[config.mk]
export PLATFORM = sky130hd
export DESIGN_NAME = toggle_request_scheduler
export DESIGN_NICKNAME = d
export VERILOG_FILES = /design/src/rtl/toggle_request_scheduler.sv
export SDC_FILE = /design/constraint.sdc
export NUM_CORES = 1
export LEC_CHECK = 0
export ABC_CLOCK_PERIOD_IN_PS = 6900
export BUFFER_PORTS_ARGS = -buffer_cell sky130_fd_sc_hd__clkbuf_2
export CORE_ASPECT_RATIO = 1.25
export CORE_MARGIN = 2
export CORE_UTILIZATION = 50
export CTS_BUF_LIST = sky130_fd_sc_hd__clkbuf_4 sky130_fd_sc_hd__clkbuf_8
export CTS_CLUSTER_DIAMETER = 40
export CTS_CLUSTER_SIZE = 16
export DETAILED_ROUTE_END_ITERATION = 10
export PLACE_DENSITY = 0.81
export SETUP_SLACK_MARGIN = 0.2
export SLEW_MARGIN = 30
export SYNTH_ARGS = -nofsm -noshare
export SYNTH_HDL_FRONTEND = slang
export SYNTH_SLANG_ARGS = --single-unit
[constraint.sdc]
create_clock -name clk -period 6.9 [get_ports clk]
set_input_delay 0.69 -clock clk [delete_from_list [all_inputs] [get_ports clk]]
set_output_delay 0.69 -clock clk [all_outputs]
set_load 0.01 [all_outputs]
[src/rtl/toggle_request_scheduler.sv]
// Round-robin scheduler that turns queued per-channel toggle requests into isolated tog_en pulses.
// Latency: a req sampled at edge k yields tog_en at the earliest after edge k+1; each pulse lasts one cycle.
// Backpressure: hold=1 stops new pulses while queuing continues; a saturated channel drops its req and sets ovf.
module toggle_request_scheduler #(
  parameter int Width = 4,
  parameter int CntW  = 4,
  parameter int Gap   = 0
) (
  input  logic             clk,
  input  logic             ares_L,
  input  logic [Width-1:0] req,
  input  logic             hold,
  input  logic             clr_ovf,
  output logic [Width-1:0] tog_en,
  output logic             busy,
  output logic [Width-1:0] ovf
);

  localparam int PtrW = (Width > 1) ? $clog2(Width) : 1;
  localparam int GcW  = (Gap > 1) ? $clog2(Gap) : 1;
  localparam logic [CntW-1:0] CntMax = {CntW{1'b1}};

  typedef enum logic {ST_IDLE, ST_GAP} state_t;

  state_t          state;
  logic [GcW-1:0]  gcnt;
  logic [PtrW-1:0] ptr;
  logic [CntW-1:0] cnt [Width];

  logic             found;
  logic [PtrW-1:0]  winner;
  logic [PtrW-1:0]  idx;
  logic             grant_vld;
  logic [Width-1:0] grant;
  logic [Width-1:0] ovf_set;
  logic             any_pend;

  // Pick the first channel with a nonzero registered count, scanning from ptr with wrap.
  always_comb begin
    found  = 1'b0;
    winner = '0;
    idx    = '0;
    for (int k = 0; k < Width; k++) begin
      idx = PtrW'((int'(ptr) + k) % Width);
      if (!found && cnt[idx] != '0) begin
        found  = 1'b1;
        winner = idx;
      end
    end
  end

  // Grant only from IDLE when not held; derive overflow events and the pending summary.
  always_comb begin
    grant_vld = (state == ST_IDLE) && !hold && found;
    grant     = grant_vld ? (Width'(1) << winner) : '0;
    ovf_set   = '0;
    any_pend  = 1'b0;
    for (int i = 0; i < Width; i++) begin
      ovf_set[i] = req[i] && !grant[i] && (cnt[i] == CntMax);
      if (cnt[i] != '0) any_pend = 1'b1;
    end
  end

  // Pending counters: +1 on req, -1 on grant, both cancel; a full counter holds and flags overflow.
  always_ff @(posedge clk or negedge ares_L) begin
    if (!ares_L) begin
      for (int i = 0; i < Width; i++) cnt[i] <= '0;
      ovf <= '0;
    end else begin
      for (int i = 0; i < Width; i++) begin
        if (req[i] && !grant[i]) begin
          if (cnt[i] != CntMax) cnt[i] <= cnt[i] + 1'b1;
        end else if (!req[i] && grant[i]) begin
          cnt[i] <= cnt[i] - 1'b1;
        end
      end
      // A new overflow event wins over a same-cycle clear.
      ovf <= (clr_ovf ? '0 : ovf) | ovf_set;
    end
  end

  // Issue FSM: registered one-hot pulse from IDLE, then Gap forced idle cycles in GAP.
  always_ff @(posedge clk or negedge ares_L) begin
    if (!ares_L) begin
      state  <= ST_IDLE;
      gcnt   <= '0;
      ptr    <= '0;
      tog_en <= '0;
    end else begin
      case (state)
        ST_IDLE: begin
          tog_en <= grant;
          if (grant_vld) begin
            ptr <= PtrW'((int'(winner) + 1) % Width);
            if (Gap > 0) begin
              state <= ST_GAP;
              gcnt  <= GcW'(Gap - 1);
            end
          end
        end
        ST_GAP: begin
          tog_en <= '0;
          if (gcnt == '0) state <= ST_IDLE;
          else            gcnt  <= gcnt - 1'b1;
        end
        default: begin
          state  <= ST_IDLE;
          tog_en <= '0;
        end
      endcase
    end
  end

  assign busy = (state != ST_IDLE) || any_pend;

endmodule

==> flow_summary.yaml, run 1 <==
outcome:
  status: "finished clean"
synth:
  ys_seq_area_share_pct: 38.1
  yosysMostFrequentCell: "dfrtp_1"
  synthesis.area_mm2: 0.00171
  synthArstFlopShare_pct: 100
  synth_cell_types: 39
  synthFlopType: "dfrtp_1"
  ys_ff_latch: 26
  synth_edf_count: 0
  yosysWarnings: 0
  synth_area_leader_cell: "dfrtp_1"
  yosys.area.top_type_share_pct: 38.1
  synthTopCellsByArea: "dfrtp_1 38%, ha_1 8.8%, fa_1 4.7%, mux2i_1 4.7%, nor4_4 3.7%"
  synth_common_cells: "26 x dfrtp_1, 16 x inv_1, 14 x nand2_1"
  syn-mean-instance-area_um2: 10.7
  syn_nets: 184
  syn_inst: 160
worst_setup_path:
  start_kind: "register"
  worstReg2RegStart: "cnt[12]"
  path_max_fanout: 6
  crit_type: "register to register"
  cp_slowest_cell: "or4_1"
  arrival_ns: 3.75
  required_ns: 7.10
  critPathMaxStageDelay_ns: 0.58
  critPathLaunch: "cnt[12]"
  crit_path_end_kind: "register"
  critical_path.cell_chain: "or4_1 -> a21o_1 -> a221oi_2 -> ha_1 -> inv_1 -> o21ai_1 -> ha_1 -> a21o_1 -> a21oi_1 -> mux2i_1 -> xor2_1"
detailed_routing:
  drt_iter0_drc: 49
  routed_via_density: 5.89
  vias: 1267
  firstDrtPassIters: 4
  wire_per_inst_um: 16.0
  wirelength_um: 3450
  drc: 0
  drtAntennaViolNets: 0
clock_network:
  clk_transition_reported_paths_ns: 0.09
  cts_buffer_depth: 2
  cts_tree: "built"
  post_cts_buffers: 0
  root_buffer: "clkbuf_8"
  insertion_delay_ns: 0.27
  cts.sinks: 26
  hold_buffers: 0
  cts_buffers: 3
  ctsResizeCount: 0
  h-tree-depth: 1
pwr:
  clkPwrFrac_pct: 14.5
  p_comb_share_pct: 48.6
  p_sw_mw: 0.371
  p_leak_nw: 0.900
  switching_share_pct: 42.2
  p_total_mw: 0.879
  p_int_mw: 0.508
  power.density_mw_per_mm2: 466
  peakVddDrop_uv: 266
  seqPwrFrac_pct: 36.9
global_routing:
  overflow: 0
  track_usage_pct: 18.7
  grt_pass1_wl_um: 5920
  antenna_found_initial: 0
  grt_pass1_vias: 1317
  grt_max_degree: 27
die:
  die_w_um: 56.3
  core-area_mm2: 0.00322
  die_h_um: 69.3
  rows: 23
  initial_utilization_pct: 53.0
  io_pins: 17
  die_area_mm2: 0.00390
final_layout:
  drive_gt1_share_pct: 17.4
  nNetsFinal: 203
  area.growth.synth_to_final_pct: 10.5
  diodes: 0
placement:
  io_buffers: 16
  place_congestion: 0.857
  dp_hpwl_um: 2660
timing:
  fmax_mhz: 282
  rsz0062_at_grt: "false"
  clock_skew_ns: 0.00204
  tns_ns: 0
  timing.final.crit_share_pct: 51.5
  maxSlewViolCount: 0
  setup_viol: 0
  period_needed_ns: 3.55
  timing.hold.ws_ns: 0.427
  tightest_slew_ns: 0.685
  final-hold-violation-count: 0
  slew_headroom_pct: 54.3
worst_hold_path:
  min_path_type: "input pin to async pin"
job:
  maxCapViolCount: 0
worst max-delay path, delay by kind of cell, from the launching register on:
family	cells	cell delay, ns
DFF	1	0.48
muxes	1	0.24
and+or+nand+nor	1	0.58
AOI/OAI and AO/OA	5	1.32
adders and majority gates	2	0.60
buffers and inverters	1	0.08
xor gates and xnor gates	1	0.17
metal layers:
layer / up-vias / track usage (%) / part of all wire [%]
met3: 5 / 2.61 / 2.5
li1: 614 / - / -
met2: 26 / 33.6 / 54
met4: 0 / 6.61 / 1.1
met5: - / 0 / 0
met1: 622 / 22.4 / 42
state kept, by name, summed over array words and instances, names as in the netlist:
name,cells
ovf,4
tog_en,4
ptr,2
cnt,16
cell type report:
type / instances / area, µm²
fillers: 264 / 1340
multi-input cells: 116 / 977
flip-flops and latches: 26 / 651
repair buffers: 16 / 80.1
inverters: 16 / 60.1
well taps: 37 / 46.3
clock buffers: 3 / 41.3
clock inverters: 1 / 30.0
per-stage QoR:
| stage | instance area (µm²) | cells | utilization, % | setup slack [ns] |
|---|---|---|---|---|
| 3_5_place_dp | 1810 | 211 | 56.3 | 3.41 |
| 5_1_grt | 1890 | 215 | 58.5 | 3.10 |
| 3_3_place_gp | 1810 | 211 | 56.3 | 3.55 |
| 6_report | 1890 | 215 | 58.5 | 3.35 |
| 2_1_floorplan | 1710 | 160 | - | 3.79 |
| 4_1_cts | 1890 | 215 | 58.5 | 3.38 |
cell usage in the layout, fill, tap and decap left out, types with 2 or more instances in the layout:
cell type and instances:
a211oi_1 3, a21o_1 6, a21oi_1 7, a21oi_2 2, a22oi_1 3, and3_1 2, clkbuf_2 16, clkbuf_8 3
dfrtp_1 26, fa_1 4, ha_1 12, inv_1 16, mux2i_1 8, nand2_1 14, nand4_1 5, nor2_1 4
nor4_4 3, o211ai_1 2, o21ai_0 7, o22a_1 3, o22ai_1 4, xnor2_1 6, xor2_1 5
worst paths after layout:
| kind | to | cells after the start | slack (ns) |
|---|---|---|---|
| worst max-delay path | cnt[11] | 11 | 3.35 |
| worst max register to register | cnt[11] | 11 | 3.35 |
| worst min-delay path | cnt[10] | 1 | 0.43 |
| worst min register to register | ovf[1] | 2 | 0.53 |
| max in group asynchronous | cnt[0] | 1 | 6.05 |
| min in group clk | ovf[1] | 2 | 0.53 |
power groups by stage:
stage | logic, mW | clock network [mW] | registers [mW]
after global placement | 0.395 | 0 | 0.320
after floorplan | 0.326 | 0 | 0.316
final | 0.427 | 0.127 | 0.324
after CTS | 0.430 | 0.129 | 0.324
after detailed placement | 0.424 | 0 | 0.328
after global routing | 0.478 | 0.136 | 0.338
kinds of logic (layout without fill, tap and decap cells):
logic type	Yosys count	count (layout)	share of synthesized area, %
flip-flops	26	26	38.1
buffers and inverters	18	36	4.62
AO/OA/AOI/OAI	43	43	17.9
AND/OR/NAND/NOR	36	36	14.0
adder cells (fa/ha/maj)	16	16	13.5
XOR/XNOR	11	11	5.65
multiplexers	10	10	6.23
(Power assumes the default switching activity.)
==> run 2: changes to the inputs <==
Settings changed: ABC_CLOCK_PERIOD_IN_PS 6900 to 2900, PLACE_DENSITY 0.81 to 0.84.
Clock period 6.9 ns to 2.9 ns, I/O delays scaled along.
==> flow_summary.yaml, run 2 (synthesis results as in run 1) <==
outcome:
  status: "finished with violations"
  violations: "negative setup slack"
die:
  die_h_um: 69.3
  rows: 23
  io_pins: 17
  die_w_um: 56.3
  die_area_mm2: 0.00390
  core-area_mm2: 0.00322
  initial_utilization_pct: 53.0
final_layout:
  drive_gt1_share_pct: 45.9
  final_cell_mix: "28 x buf_4, 23 x dfrtp_1, 16 x clkbuf_2, 14 x inv_1, 9 x nand2_1"
  diodes: 0
  area.growth.synth_to_final_pct: 37.2
  final_common_cell: "buf_4"
  nNetsFinal: 234
  largest_reg_flops: 16
  largest_register: "cnt"
  fin_util_pct: 72.6
  top_regs: "cnt: 16 flops, ovf: 4 flops, tog_en: 4 flops"
worst_setup_path:
  start_kind: "register"
  crit_type: "register to register"
  r2r_cells: 12
  crit_path_end_kind: "register"
  arrival_ns: 3.19
  required_ns: 3.11
  path_max_fanout: 4
placement:
  io_buffers: 16
  place_congestion: 0.820
  dp_hpwl_um: 3110
timing:
  clock_skew_ns: 0.00999
  setup_viol: 7
  tightest_slew_ns: 0.646
  slew_headroom_pct: 56.9
  tns_ns: -0.321
  maxSlewViolCount: 0
  period_needed_ns: 2.98
  timing.final.crit_share_pct: 103
  fmax_mhz: 336
  final-hold-violation-count: 0
  rsz0062_at_grt: "true"
  setup_slack_ns: -0.0751
global_routing:
  track_usage_pct: 24.0
  grt_pass1_vias: 1629
  overflow: 0
  antenna_found_initial: 0
  grt_pass1_wl_um: 7370
  grt_max_degree: 27
detailed_routing:
  drtAntennaViolNets: 0
  wirelength_um: 4520
  drt_iter0_drc: 70
  drc: 0
  vias: 1487
  firstDrtPassIters: 4
  routed_via_density: 6.04
  wire_per_inst_um: 18.4
clock_network:
  cts.sinks: 26
  clk_transition_reported_paths_ns: 0.10
  h-tree-depth: 1
  cts_buffer_depth: 2
  cts_tree: "built"
  insertion_delay_ns: 0.28
  hold_buffers: 0
  cts_buffers: 3
  root_buffer: "clkbuf_8"
pwr:
  p_leak_nw: 1.08
  p_total_mw: 2.70
  peakVddDrop_uv: 681
  power.density_mw_per_mm2: 1160
job:
  maxCapViolCount: 0
worst_hold_path:
  min_path_type: "input pin to async pin"
-- run 2: what timing repair did --
action                     CTS  global route
setup endpoints to repair   11            16
resized for setup            3            13
setup buffers                9             4
pin swaps                    7            14
-- run 2: power breakdown --
group | switching (mW) | internal [mW]
logic | 0.812 | 0.849
registers | 0.206 | 0.531
clock network | 0.121 | 0.185
-- run 2: worst paths after layout --
check,start,end,slack (ns)
worst max register to register,cnt[15],cnt[7],-0.08
worst min register to register,ovf[2],ovf[2],0.54
max in group asynchronous,ares_L,cnt[13],2.42
min in group clk,clr_ovf,ovf[3],0.31
worst min-delay path,ares_L,cnt[9],0.02
worst max-delay path,cnt[15],cnt[7],-0.08
-- run 2: layer usage --
layer	global-route usage (%)	up-vias	wire length, µm
met5	0	-	0
met4	11.4	0	176
met3	2.99	21	148
met2	44.8	44	2520
met1	26.2	745	1670
li1	-	677	-
-- run 2: critical path, stage by stage (launching register included) --
cell and delay, ns:
dfrtp_1 0.40, or4_4 0.55, a21o_1 0.21, a221oi_4 0.30, inv_1 0.14, ha_4 0.20
nand2_4 0.08, nand2_4 0.08, ha_4 0.21, a21o_1 0.16, a21oi_2 0.18, mux2i_1 0.27
xnor2_1 0.14
-- run 2: per-stage QoR --
step           std cells  setup slack (ns)  hold WS (ns)  area, µm²
5_1_grt              246            -0.201        0.0625       2340
2_1_floorplan        160            0.0196      -0.00559       1840
6_report             246           -0.0751        0.0175       2340
4_1_cts              242           -0.0588        0.0425       2240
3_3_place_gp         229            0.0120         0.356       2080
3_5_place_dp         229            -0.139         0.349       2080
-- run 2: cell type report --
type                            count  area [µm²]
Timing Repair Buffer               47         324
Sequential cell                    26         654
Tap cell                           37        46.3
Fill cell                         210         882
Multi-Input combinational cell    116        1180
Clock inverter                      1        30.0
Clock buffer                        3        41.3
Inverter                           16        60.1
